`src/rtl/uart_parse_pkg.sv`:
```
// Shared types and helpers for the UART frame parser.
// Holds the parser state encoding, hex-ASCII helpers and counter sizing.
package uart_parse_pkg;

    typedef enum logic [1:0] {
        HUNT,
        SKIP,
        FIELD,
        SEP
    } parse_state_t;

    // Width of a counter that must hold 0..n-1, never narrower than 1 bit.
    function automatic int cnt_w(input int n);
        return (n < 2) ? 1 : $clog2(n);
    endfunction

    function automatic bit is_hex_ascii(input logic [7:0] b);
        return ((b >= 8'h30) && (b <= 8'h39)) ||
               ((b >= 8'h41) && (b <= 8'h46)) ||
               ((b >= 8'h61) && (b <= 8'h66));
    endfunction

    // Only meaningful for bytes accepted by is_hex_ascii.
    function automatic logic [3:0] hex_ascii_to_nibble(input logic [7:0] b);
        logic [7:0] v;
        if (b <= 8'h39)
            v = b - 8'h30;
        else if (b <= 8'h46)
            v = b - 8'h37;
        else
            v = b - 8'h57;
        return v[3:0];
    endfunction

endpackage

```
`src/rtl/uart_frame_parser_pdet.sv`:
```
// Preamble window: shift register of the last PRE_LEN bytes plus compare.
// match looks at the window as it would be after shifting in byte_in.
module uart_preamble_det
    import uart_parse_pkg::*;
#(
    parameter int                   PRE_LEN  = 5,
    parameter logic [PRE_LEN*8-1:0] PREAMBLE = "%NOTI"
) (
    input  logic       clk,
    input  logic       reset,
    input  logic       brcv_tick,
    input  logic [7:0] byte_in,
    input  logic       clr,
    output logic       match
);

    localparam int W = PRE_LEN * 8;

    logic [W-1:0] win_q;
    logic [W-1:0] win_d;

    generate
        if (PRE_LEN == 1) begin : g_one
            assign win_d = byte_in;
        end else begin : g_multi
            assign win_d = {win_q[W-9:0], byte_in};
        end
    endgenerate

    assign match = (win_d == PREAMBLE);

    // Shift on each byte; a lock empties the window so it restarts clean.
    always_ff @(posedge clk or posedge reset) begin
        if (reset)
            win_q <= '0;
        else if (clr)
            win_q <= '0;
        else if (brcv_tick)
            win_q <= win_d;
    end

endmodule

```
`src/rtl/uart_frame_parser.sv`:
```
// UART frame parser: preamble hunt, header skip, hex field capture.
// Build option UART_PARSE_TIMEOUT_EN adds an inter-byte timeout abort.
module uart_frame_parser
    import uart_parse_pkg::*;
#(
    parameter int                   PRE_LEN     = 5,
    parameter logic [PRE_LEN*8-1:0] PREAMBLE    = "%NOTI",
    parameter int                   SKIP_LEN    = 6,
    parameter int                   NUM_FIELDS  = 3,
    parameter int                   DIGITS      = 8,
    parameter int                   SEP_LEN     = 1,
    parameter int                   TIMEOUT_CYC = 1_000_000
) (
    input  logic                           clk,
    input  logic                           reset,
    input  logic                           brcv_tick,
    input  logic [7:0]                     byte_in,
    output logic                           drdy_tick,
    output logic                           err_tick,
    output logic [NUM_FIELDS*DIGITS*8-1:0] ascii_out,
    output logic [NUM_FIELDS*DIGITS*4-1:0] hex_out,
    output logic                           busy
);

    localparam int SKW = cnt_w(SKIP_LEN);
    localparam int DGW = cnt_w(DIGITS);
    localparam int FDW = cnt_w(NUM_FIELDS);
    localparam int SPW = cnt_w(SEP_LEN);

    parse_state_t   state_q;
    logic [SKW-1:0] skip_q;
    logic [DGW-1:0] dig_q;
    logic [FDW-1:0] fld_q;
    logic [SPW-1:0] sep_q;
    logic           frame_err_q;

    // Index 0 is leftmost, so field 0 / first character land in the MSBs.
    logic [0:NUM_FIELDS-1][0:DIGITS-1][7:0] cap_a_q, cap_a_d;
    logic [0:NUM_FIELDS-1][0:DIGITS-1][3:0] cap_h_q, cap_h_d;

    logic bad_d;
    logic last_dig;
    logic last_fld;
    logic in_hunt;
    logic match;
    logic timeout_hit;

    assign in_hunt = (state_q == HUNT);

    uart_preamble_det #(
        .PRE_LEN  (PRE_LEN),
        .PREAMBLE (PREAMBLE)
    ) u_pdet (
        .clk       (clk),
        .reset     (reset),
        .brcv_tick (brcv_tick & in_hunt),
        .byte_in   (byte_in),
        .clr       (brcv_tick & in_hunt & match),
        .match     (match)
    );

`ifdef UART_PARSE_TIMEOUT_EN
    localparam int TOW = cnt_w(TIMEOUT_CYC);

    logic [TOW-1:0] to_q;

    // A byte arriving on the expiry cycle takes priority over the abort.
    assign timeout_hit = !in_hunt && !brcv_tick &&
                         (to_q == TOW'(TIMEOUT_CYC - 1));

    // Idle-cycle counter, restarted by every byte and held at 0 in HUNT.
    always_ff @(posedge clk or posedge reset) begin
        if (reset)
            to_q <= '0;
        else if (brcv_tick || in_hunt)
            to_q <= '0;
        else
            to_q <= to_q + 1'b1;
    end
`else
    assign timeout_hit = 1'b0;
`endif

    // Buffer contents as they would be with the current byte captured.
    always_comb begin
        cap_a_d = cap_a_q;
        cap_h_d = cap_h_q;
        cap_a_d[fld_q][dig_q] = byte_in;
        cap_h_d[fld_q][dig_q] = hex_ascii_to_nibble(byte_in);
        bad_d    = frame_err_q | !is_hex_ascii(byte_in);
        last_dig = (dig_q == DGW'(DIGITS - 1));
        last_fld = (fld_q == FDW'(NUM_FIELDS - 1));
    end

    // Frame sequencer with registered pulses, busy and result outputs.
    always_ff @(posedge clk or posedge reset) begin
        if (reset) begin
            state_q     <= HUNT;
            skip_q      <= '0;
            dig_q       <= '0;
            fld_q       <= '0;
            sep_q       <= '0;
            frame_err_q <= 1'b0;
            cap_a_q     <= '0;
            cap_h_q     <= '0;
            drdy_tick   <= 1'b0;
            err_tick    <= 1'b0;
            ascii_out   <= '0;
            hex_out     <= '0;
            busy        <= 1'b0;
        end else begin
            drdy_tick <= 1'b0;
            err_tick  <= 1'b0;
            if (timeout_hit) begin
                state_q     <= HUNT;
                busy        <= 1'b0;
                skip_q      <= '0;
                dig_q       <= '0;
                fld_q       <= '0;
                sep_q       <= '0;
                frame_err_q <= 1'b0;
                cap_a_q     <= '0;
                cap_h_q     <= '0;
                err_tick    <= 1'b1;
            end else if (brcv_tick) begin
                unique case (state_q)
                    HUNT: begin
                        if (match) begin
                            busy    <= 1'b1;
                            state_q <= (SKIP_LEN == 0) ? FIELD : SKIP;
                        end
                    end
                    SKIP: begin
                        if (skip_q == SKW'(SKIP_LEN - 1)) begin
                            skip_q  <= '0;
                            state_q <= FIELD;
                        end else begin
                            skip_q <= skip_q + 1'b1;
                        end
                    end
                    FIELD: begin
                        if (!last_dig) begin
                            dig_q       <= dig_q + 1'b1;
                            cap_a_q     <= cap_a_d;
                            cap_h_q     <= cap_h_d;
                            frame_err_q <= bad_d;
                        end else if (!last_fld) begin
                            dig_q       <= '0;
                            fld_q       <= fld_q + 1'b1;
                            cap_a_q     <= cap_a_d;
                            cap_h_q     <= cap_h_d;
                            frame_err_q <= bad_d;
                            state_q     <= (SEP_LEN == 0) ? FIELD : SEP;
                        end else begin
                            state_q     <= HUNT;
                            busy        <= 1'b0;
                            dig_q       <= '0;
                            fld_q       <= '0;
                            frame_err_q <= 1'b0;
                            cap_a_q     <= '0;
                            cap_h_q     <= '0;
                            if (bad_d) begin
                                err_tick <= 1'b1;
                            end else begin
                                drdy_tick <= 1'b1;
                                ascii_out <= cap_a_d;
                                hex_out   <= cap_h_d;
                            end
                        end
                    end
                    SEP: begin
                        if (sep_q == SPW'(SEP_LEN - 1)) begin
                            sep_q   <= '0;
                            state_q <= FIELD;
                        end else begin
                            sep_q <= sep_q + 1'b1;
                        end
                    end
                    default: state_q <= HUNT;
                endcase
            end
        end
    end

endmodule

```
`config.mk`:
```
export PLATFORM = sky130hd
export DESIGN_NAME = uart_frame_parser
export DESIGN_NICKNAME = d
export VERILOG_FILES = /design/src/rtl/uart_parse_pkg.sv /design/src/rtl/uart_frame_parser_pdet.sv /design/src/rtl/uart_frame_parser.sv
export SDC_FILE = /design/constraint.sdc
export NUM_CORES = 1
export LEC_CHECK = 0
export CAP_MARGIN = 15
export CELL_PAD_IN_SITES_DETAIL_PLACEMENT = 1
export CELL_PAD_IN_SITES_GLOBAL_PLACEMENT = 1
export CORE_MARGIN = 3
export CORE_UTILIZATION = 50
export CTS_BUF_LIST = sky130_fd_sc_hd__clkbuf_8 sky130_fd_sc_hd__clkbuf_16
export DETAILED_ROUTE_END_ITERATION = 10
export DONT_BUFFER_PORTS = 1
export PLACE_DENSITY = 0.82
export REMOVE_ABC_BUFFERS = 1
export SYNTH_ARGS = -nofsm -noshare
export SYNTH_HDL_FRONTEND = slang
export SYNTH_SLANG_ARGS = --single-unit
```
`constraint.sdc`:
```
create_clock -name clk -period 31.7 [get_ports clk]
set_clock_uncertainty 0.2 [all_clocks]
set_input_delay 6.34 -clock clk [delete_from_list [all_inputs] [get_ports clk]]
set_output_delay 6.34 -clock clk [all_outputs]
set_load 0.02 [all_outputs]
```
* Word-level counts from Yosys, hierarchy flattened
Index checks and enable logic that the tools add are counted.
** Cells by class
- Add/sub/neg operators :: 7
- Magnitude comparators :: 10
- Equality and inequality tests :: 12
- Mux-type cells :: 44
- Bitwise gates (word level) :: 6
- Reduce and logical (&&, ||, !) cells :: 18
** Operators with widths (count)
- $mux 192 :: 2
- $bwmux 192 :: 1
- $mux 96 :: 2
- $demux 64 s2 :: 1
- $bwmux 96 :: 1
- $mux 32 :: 3
- $demux 32 s2 :: 1
- $mux 64 :: 1
- $eq 40x38->1 const B :: 1
- $demux 8 s3 :: 1
- $ge 8x7->1 const B :: 2
- $le 8x7->1 const B :: 2
- $mux 1 :: 16
- $reduce_and 5->1 :: 3
- $demux 4 s3 :: 1
- $mux 2 :: 6
- $mux 4 :: 3
- $ge 8x6->1 const B :: 1
- $le 8x6->1 const B :: 1
- $mux 8 :: 1
- $ne 2x2->1 const B :: 4
- $pmux 2 s4 :: 1
- $sub 4x3->4 const B :: 2
- $add 3x1->3 const B :: 2
- other kinds (25) :: 38
** Storage, ports and cells
- Flip-flop bits (word level) :: 623
- Word-level logic and storage cells :: 157

* Longest topological paths before layout
Gate-level depths: netlist of the first run.
- Depth after elaboration :: 11
- Gate-level depth with buffers :: 12
- Depth with buffers taken out :: 6

* Cells and area by module
A second synthesis of the first run with hierarchy kept.
** Unflattened totals
- Cells, all modules :: 2082
- Area, all modules :: 27558.9 sq um
** By module, submodules not included
- uart_frame_parser :: instances 1, cells each 1963, area each 26138.8 sq um
- uart_preamble_det :: instances 1, cells each 119, area each 1420.1 sq um

* Least setup slack after synthesis of the first run
Ideal clock, no wire load.
- Path kind :: input to register
- Start point :: input port byte_in[0]
- End point :: register ascii_out[10]
- Library setup time :: 0.127 ns
- Arrival time :: 8.520 ns
- Slack :: 22.853 ns
- Cell stages on the path :: 11
- Path through :: buf_2 > inv_1 > clkbuf_1 > ha_1 > or3b_1 > a22oi_2 > nor4_1 > buf_4 > buf_12 > buf_8 > mux2_1
** On the way
- Word-level cells in the longest chain between the ends :: 8
- Elaborated cells on any way between the ends :: 15
** RTL lines
- start, declared :: line uart_frame_parser.sv:17 : input logic [7:0] byte_in,
- $ge 8x6->1 (tied with other cells) :: line uart_parse_pkg.sv:18 : return ((b >= 8'h30) && (b <= 8'h39)) ||
- $logic_and 1x1->1 (on tied branches) :: line uart_parse_pkg.sv:18, uart_parse_pkg.sv:19
- $logic_or 1x1->1 :: line uart_parse_pkg.sv:18
- $logic_or 1x1->1 (*) :: line uart_parse_pkg.sv:19 : ((b >= 8'h41) && (b <= 8'h46)) ||
- $logic_not 1->1 (*) :: line uart_frame_parser.sv:90 : bad_d = frame_err_q | !is_hex_ascii(byte_in);
- $or 1x1->1 (*) :: line uart_frame_parser.sv:90
- $not 1->1 (no line) (*)
- $reduce_and 5->1 (no line) (*)
- end signal, assigned :: line uart_frame_parser.sv:166 : ascii_out <= cap_a_d;
- end, declared :: line uart_frame_parser.sv:20 : output logic [NUM_FIELDS*DIGITS*8-1:0] ascii_out,
Mark *: on every way between the ends. The rest lies on a longest branch, timed or not.
A chain may end at the register's enable or synchronous reset.

* Worst setup path in the final report of the first run
- Start point :: input port byte_in[0]
- End point :: register ascii_out[137]
The elaborated chain is that of the path after synthesis.

==> metrics.md, run 1 <==
| Metric | Value |
|---|---|
| Status | complete, no violations |
| RSZ-0062 raised after global routing | false |
| Critical path class | in -> reg |
| Skew-Pair Late Insertion Delay | 600 ps |
| Worst VDD drop | 0.03681 mV |
| Hold WS | 284.5 ps |
| Wire length per cell | 30.71 um |
| Register bit total from synthesis | 622 |
| CTS tree | done |
| Max Cap Viol | 0 |
| Row count | 85 |
| First-pass GRT wire length | 131.9 mm |
| Tcrit/Tclk final | 31.29% |
| GR Util All Layers | 30.23% |
| Pre-CTS worst setup slack | 21260 ps |
| Die Width | 239.8 um |
| Distinct cells, synth | 81 |
| Slowest-stage cell, CP | buf_4 |
| Top cells by count, synth | 622 x dfrtp_1, 257 x mux2_2, 192 x a22o_1 |
| CP arrival | 10200 ps |
| Endpoints failing hold | 0 |
| Initial antenna violation count | 0 |
| Fraction of layout cells with a size suffix above 1 | 20.79% |
| Post-route DRC violation count | 0 |
| CTS Buf Count | 67 |
| CTS Buffer Depth | 3 |
| Top cells by area, synth | dfrtp_1 57%, mux2_2 11%, a22o_1 6.2% |
| Worst Setup End Kind | flip-flop |
| Avg Vias per Cell | 6.686 |
| Setup ws final | 21780 ps |
| Drt pass-1 iters | 6 |
| Leakage power | 14.16 nW |
| Mapped Cells | 2196 |
| Ys flop type | dfrtp_1 |
| Measured slew at the worst slew-check pin | 1222 ps |
| Area grow syn2layout | 8.843% |
| Syn_area_per_cell | 12.45 sq um |
| Top cell type's share of synthesized area | 56.94% |
| Antenna violation net count after detailed routing | 0 |
| Highest clock rate | 0.1008 GHz |
| I/O pin count | 302 |
| Most used cell, CP | buf_4 |
| Fin. max-slew vios | 0 |
| H-tree depth | 3 |
| Die ar. | 57510 sq um |
| Largest net degree at the start of global routing | 187 |
| Hpwl dp | 51.57 mm |
| Core Footprint | 53920 sq um |
| GRT overflow | 0 |
| Pwr dens | 54.72 nW/um^2 |
| Hold/Removal Path Class | reg -> reg |
| Cell taking the most area after synthesis | dfrtp_1 |
| Area of the mapped netlist | 27340 sq um |
| Final RePlAce weighted congestion | 0.8002 |
| CP max stage delay | 930 ps |
| CP Max Fanout | 83 |
| Port Buffers | 0 |
| Synth warnings | 0 |
| CTS Sinks | 622 |
| Placed Instance Area | 27560 sq um |
| Most common cell in the netlist | dfrtp_1 |
| Nets | 2131 |
| Rel. slew slack | 18.34% |
| Vias in the first global route | 20529 |
| Clock transition at path regs | 70 ps |
| Antenna cells | 0 |
| Final Instance Area | 29750 sq um |
| Final setup fails | 0 |
| CTS Hold Buffers Added | 0 |
| Critical Path RT | 31980 ps |
| Final min period | 9920 ps |
| CP cell instances | inv_1 > ha_1 > o31ai_1 > nor4_2 > buf_4 > buf_4 > mux2_2 |
| R2r setup slk | 25650 ps |
| Register area share after synthesis | 56.94% |
| Initial Util | 50.70% |
| Post-Route WL | 87.84 mm |
| Initial drt markers | 1737 |
| Startpoint Class | input port |
| Post CTS Setup Buffer Count | 0 |
| Resized cells post-CTS | 0 |
| Post-synth EDFFs | 0 |
| CTS root buffer | clkbuf_16 |
| Via count | 19122 |
| Post-synth ARST share | 100.0% |
| Die height | 239.8 um |
| Fin Setup TNS | 0 ps |
-- final cells by class --
type | instances | area (sq um)
sequential | 622 | 15560
fill | 5332 | 24170
multi-input combinational | 1325 | 10600
tap | 696 | 870.8
clock inverter | 33 | 221.5
timing repair buffer | 39 | 295.3
clock buffer | 85 | 1969
inverter | 60 | 232.7
-- report_power, final --
group	switching (mW)	internal, mW	total, mW	leakage [nW]
sequential	0.00362	0.799	0.802	8.37
clock	0.330	0.455	0.785	1.13
combinational	0.0343	0.00681	0.0411	4.65
total	0.368	1.26	1.63	14.2
-- metrics by stage --
stage | util [%] | total power [mW] | cells
after global routing | 55.18 | 1.676 | 2860
after global placement | 51.07 | 0.8559 | 2737
after CTS | 55.17 | 1.638 | 2859
after floorplan | - | 0.8414 | 2007
after detailed placement | 51.11 | 0.8580 | 2741
final | 55.18 | 1.628 | 2860
-- critical path, delay by kind of cell --
| family | cells | cell delay, ps |
|---|---|---|
| and+or+nand+nor | 1 | 500 |
| buffers and inverters | 3 | 2220 |
| adders and majority gates | 1 | 370 |
| muxes | 1 | 440 |
| AOI/OAI and AO/OA | 1 | 180 |
-- cells in the final DEF, fill, tap and decap left out, types with 18 or more instances in the layout --
cell,instances
mux2i_1,18
nand2_1,123
nor3_1,24
nor2_1,67
mux2_1,98
a31oi_1,24
a32o_1,35
clkbuf_16,71
buf_4,34
a21oi_1,41
o21ai_0,178
o2bb2ai_1,52
dfrtp_1,622
a22o_1,192
mux2_2,257
inv_1,69
-- registers in the layout, indices dropped and copies added (netlist names) --
name          count
ascii_out       192
busy              1
cap_a_q         192
cap_h_q          96
dig_q             3
drdy_tick         1
err_tick          1
fld_q             2
frame_err_q       1
hex_out          96
skip_q            3
state_q           2
u_pdet.win_q     32
-- kinds of logic after synthesis --
family	count (synthesis)	share of synthesized area, %
xor gates and xnor gates	1	0.03205
muxes	376	15.45
buffers and inverters	249	4.540
adders and majority gates	5	0.2289
AOI/OAI and AO/OA	639	17.11
DFF	622	56.94
and+or+nand+nor	304	5.703
-- path summary, 6_finish.rpt --
| kind | startpoint | end | depth (start not counted) |
|---|---|---|---|
| max | byte_in[0] | ascii_out[137]$_DFFE_PP0P_ | 7 |
| min | u_pdet.win_q[24]$_DFFE_PP0P_ | u_pdet.win_q[24]$_DFFE_PP0P_ | 2 |
| max reg2reg | dig_q[1]$_DFFE_PP0P_ | ascii_out[137]$_DFFE_PP0P_ | 8 |
| min reg2reg | u_pdet.win_q[24]$_DFFE_PP0P_ | u_pdet.win_q[24]$_DFFE_PP0P_ | 2 |
| max in group asynchronous | reset | cap_h_q[88]$_DFFE_PP0P_ | 3 |
| min in group asynchronous | reset | cap_a_q[8]$_DFFE_PP0P_ | 1 |
-- metal layers --
layer	global-route usage, %	vias to the layer above	routed length, um
li1	-	7911	-
met1	38.45	10149	34760
met2	49.03	855	42320
met3	8.071	207	7392
met4	13.01	0	3363
met5	0	-	0
(Power assumes the default switching activity.)
==> run 2, diff against run 1 <==
==> constraint.sdc (replaced) <==
create_clock -name clk -period 9.5 [get_ports clk]
set_clock_uncertainty 0.2 [all_clocks]
set_input_delay 1.9 -clock clk [delete_from_list [all_inputs] [get_ports clk]]
set_output_delay 1.9 -clock clk [all_outputs]
set_load 0.02 [all_outputs]
==> run 2 against run 1 <==
  * Sequential share of layout area down 0.10 points
  * Clock power rose to 3.4 times the previous value
  * Sequential cell count is the same
  * Global-route usage fell by 0.64 points
  * Critical endpoint is now ascii_out[147]$_DFFE_PP0P_
  * Die area unchanged
  * Count of clock-buffer cells in the layout decreased by 4
  * Power grew to 3.4 times the previous value
==> metrics.md, run 2 (synthesis results as in run 1) <==
| Metric | Value |
|---|---|
| Leakage power | 14.17 nW (was 14.16 nW) |
| Post CTS Setup Buffer Count | 0 (unchanged) |
| Post-Route WL | 84.98 mm (was 87.84 mm) |
| R2r setup slk | 4520 ps (was 25650 ps) |
| GR Util All Layers | 29.59% (was 30.23%) |
| Die Width | 239.8 um (unchanged) |
| Placed cell count | 2735 (was 2741) |
| CTS Sinks | 622 (unchanged) |
| Core Footprint | 53920 sq um (unchanged) |
| Avg Vias per Cell | 6.639 (was 6.686) |
| Largest registers | ascii_out: 192 flops, cap_a_q: 192 flops (unchanged) |
| Hold/Removal Path Class | reg -> reg (unchanged) |
| Startpoint Class | flip-flop (was input port) |
| Worst hold start | cap_a_q[30]$_DFFE_PP0P_ (was u_pdet.win_q[24]$_DFFE_PP0P_) |
| CTS Buf Count | 66 (was 67) |
| Vias in the first global route | 20358 (was 20529) |
| Measured slew at the worst slew-check pin | 1156 ps (was 1222 ps) |
| Largest net degree at the start of global routing | 178 (was 187) |
| Initial Util | 50.70% (unchanged) |
| Die height | 239.8 um (unchanged) |
| Top delay family on crit path | simple AND/OR/NAND/NOR gates (was buffers and inverters) |
| R2R cell count | 7 (was 8) |
| Worst VDD drop | 0.1489 mV (was 0.03681 mV) |
| CP max stage delay | 860 ps (was 930 ps) |
| Antenna cells | 0 (unchanged) |
| Fraction of layout cells with a size suffix above 1 | 20.35% (was 20.79%) |
| Total power | 5.456 mW (was 1.628 mW) |
| CP Max Fanout | 146 (was 83) |
| Antenna violation net count after detailed routing | 0 (unchanged) |
| Nets | 2125 (was 2131) |
| CP arrival | 5270 ps (was 10200 ps) |
| Commonest non-fill, non-tap cell in the layout | dfrtp_1 (unchanged) |
| Buf+Inv Stages, Crit Path | 1 (was 3) |
| Final Util | 55.29% (was 55.18%) |
| CTS Hold Buffers Added | 0 (unchanged) |
| Skew-Pair Late Insertion Delay | 610 ps (was 600 ps) |
| Clock transition at path regs | 60 ps (was 70 ps) |
| Hold depth | 1 (was 2) |
| Endpoints failing hold | 0 (unchanged) |
| Critical path class | reg -> reg (was in -> reg) |
| Fill count | 5273 (was 5332) |
| Slowest-stage cell, CP | dfrtp_1 (was buf_4) |
| Worst Setup End Kind | flip-flop (unchanged) |
| GRT overflow | 0 (unchanged) |
| Highest clock rate | 0.2008 GHz |
| Status | complete, no violations (unchanged) |
| Fin. max-slew vios | 0 (unchanged) |
| Resized cells post-CTS | 0 (unchanged) |
| Via count | 18940 (was 19122) |
| Commonest non-fill, non-tap cells in the layout | 622 x dfrtp_1, 257 x mux2_2, 192 x a22o_1 (unchanged) |
| Pwr dens | 183.0 nW/um^2 (was 54.72 nW/um^2) |
| Tcrit/Tclk final | 52.42% |
| CP cell instances | ha_1 > ha_1 > and3b_2 > nand2_2 > nor4_2 > buf_12 > mux2_2 (was inv_1 > ha_1 > o31ai_1 > nor4_2 > buf_4 > buf_4 > mux2_2) |
| Post-route DRC violation count | 0 (unchanged) |
| WHS Endpoint | cap_a_q[30]$_DFFE_PP0P_ (was u_pdet.win_q[24]$_DFFE_PP0P_) |
| H-tree depth | 3 (unchanged) |
| Most used cell, CP | ha_1 (was buf_4) |
| Final setup fails | 0 (unchanged) |
| Final RePlAce weighted congestion | 0.8108 (was 0.8002) |
| CTS Buffer Depth | 3 (unchanged) |
| Row count | 85 (unchanged) |
| Worst R2R Start | dig_q[1]$_DFFE_PP0P_ (unchanged) |
| Cell Count, Final, Fillers Out | 2853 (was 2860) |
| Critical Path RT | 9790 ps (was 31980 ps) |
| First-pass GRT wire length | 129.8 mm (was 131.9 mm) |
| RSZ-0062 raised after global routing | false (unchanged) |
| Die ar. | 57510 sq um (unchanged) |
| Initial antenna violation count | 1 (was 0) |
| CTS tree | done (unchanged) |
| Area grow syn2layout | 9.058% (was 8.843%) |
| Max Cap Viol | 0 (unchanged) |
| CTS root buffer | clkbuf_16 (unchanged) |
| I/O pin count | 302 (unchanged) |
| Final min period | 4980 ps |
| Fin Setup TNS | 0 ps (unchanged) |
| FF-to-FF End | ascii_out[147]$_DFFE_PP0P_ (was ascii_out[137]$_DFFE_PP0P_) |
| Wire length per cell | 29.79 um (was 30.71 um) |
| Initial drt markers | 1389 (was 1737) |
| Hpwl dp | 50.36 mm (was 51.57 mm) |
| Port Buffers | 0 (unchanged) |
| Drt pass-1 iters | 5 (was 6) |
| Rel. slew slack | 22.74% (was 18.34%) |
[run 2: stage by stage]
step,hold WS [ps],setup WS (ps),cell area [sq um]
2_1_floorplan,237.0,-24650,26320
3_3_place_gp,259.1,4353,27530
3_5_place_dp,266.5,4294,27580
4_1_cts,287.4,4566,29800
5_1_grt,306.2,4360,29810
6_report,287.2,4520,29810
[run 2: worst max-delay path by stage]
stage | startpoint | to | cells past startpoint
3_3_place_gp | byte_in[0] | ascii_out[111]$_DFFE_PP0P_ | 6
2_1_floorplan | brcv_tick | ascii_out[100]$_DFFE_PP0P_ | 4
5_1_grt | dig_q[1]$_DFFE_PP0P_ | ascii_out[147]$_DFFE_PP0P_ | 7
4_1_cts | dig_q[1]$_DFFE_PP0P_ | ascii_out[168]$_DFFE_PP0P_ | 7
6_report | dig_q[1]$_DFFE_PP0P_ | ascii_out[147]$_DFFE_PP0P_ | 7
3_5_place_dp | byte_in[0] | ascii_out[147]$_DFFE_PP0P_ | 6
[run 2: area by class of cell]
cell class                 count  area [sq um]  area share [%]
sequential                   622         15560           52.21
clock buffer                  81          1869           6.270
inverter                      60         232.7          0.7806
clock inverter                35         350.3           1.175
multi-input combinational   1325         10600           35.55
timing repair buffer          34         325.3           1.091
tap                          696         870.8           2.921
[run 2: worst register-to-register path, stage by stage, from the launching register on]
cell and delay [ps]:
dfrtp_1 860, ha_1 280, ha_1 720, and3b_2 320, nand2_2 530, nor4_2 750
buf_12 650, mux2_2 560
[run 2: per-layer routing]
metal | part of all wire [%] | routed length, um | up-vias | track usage (%)
li1 | - | - | 7901 | -
met5 | 0.0094 | 8 | - | 0
met1 | 40 | 33620 | 10005 | 37.78
met4 | 3.5 | 2973 | 2 | 11.09
met3 | 8.6 | 7350 | 220 | 7.933
met2 | 48 | 41030 | 812 | 48.59
[run 2: report_power, final]
group          switching [mW]  internal (mW)
sequential             0.0121           2.67
clock                    1.08           1.56
combinational           0.113         0.0242
total                    1.21           4.25
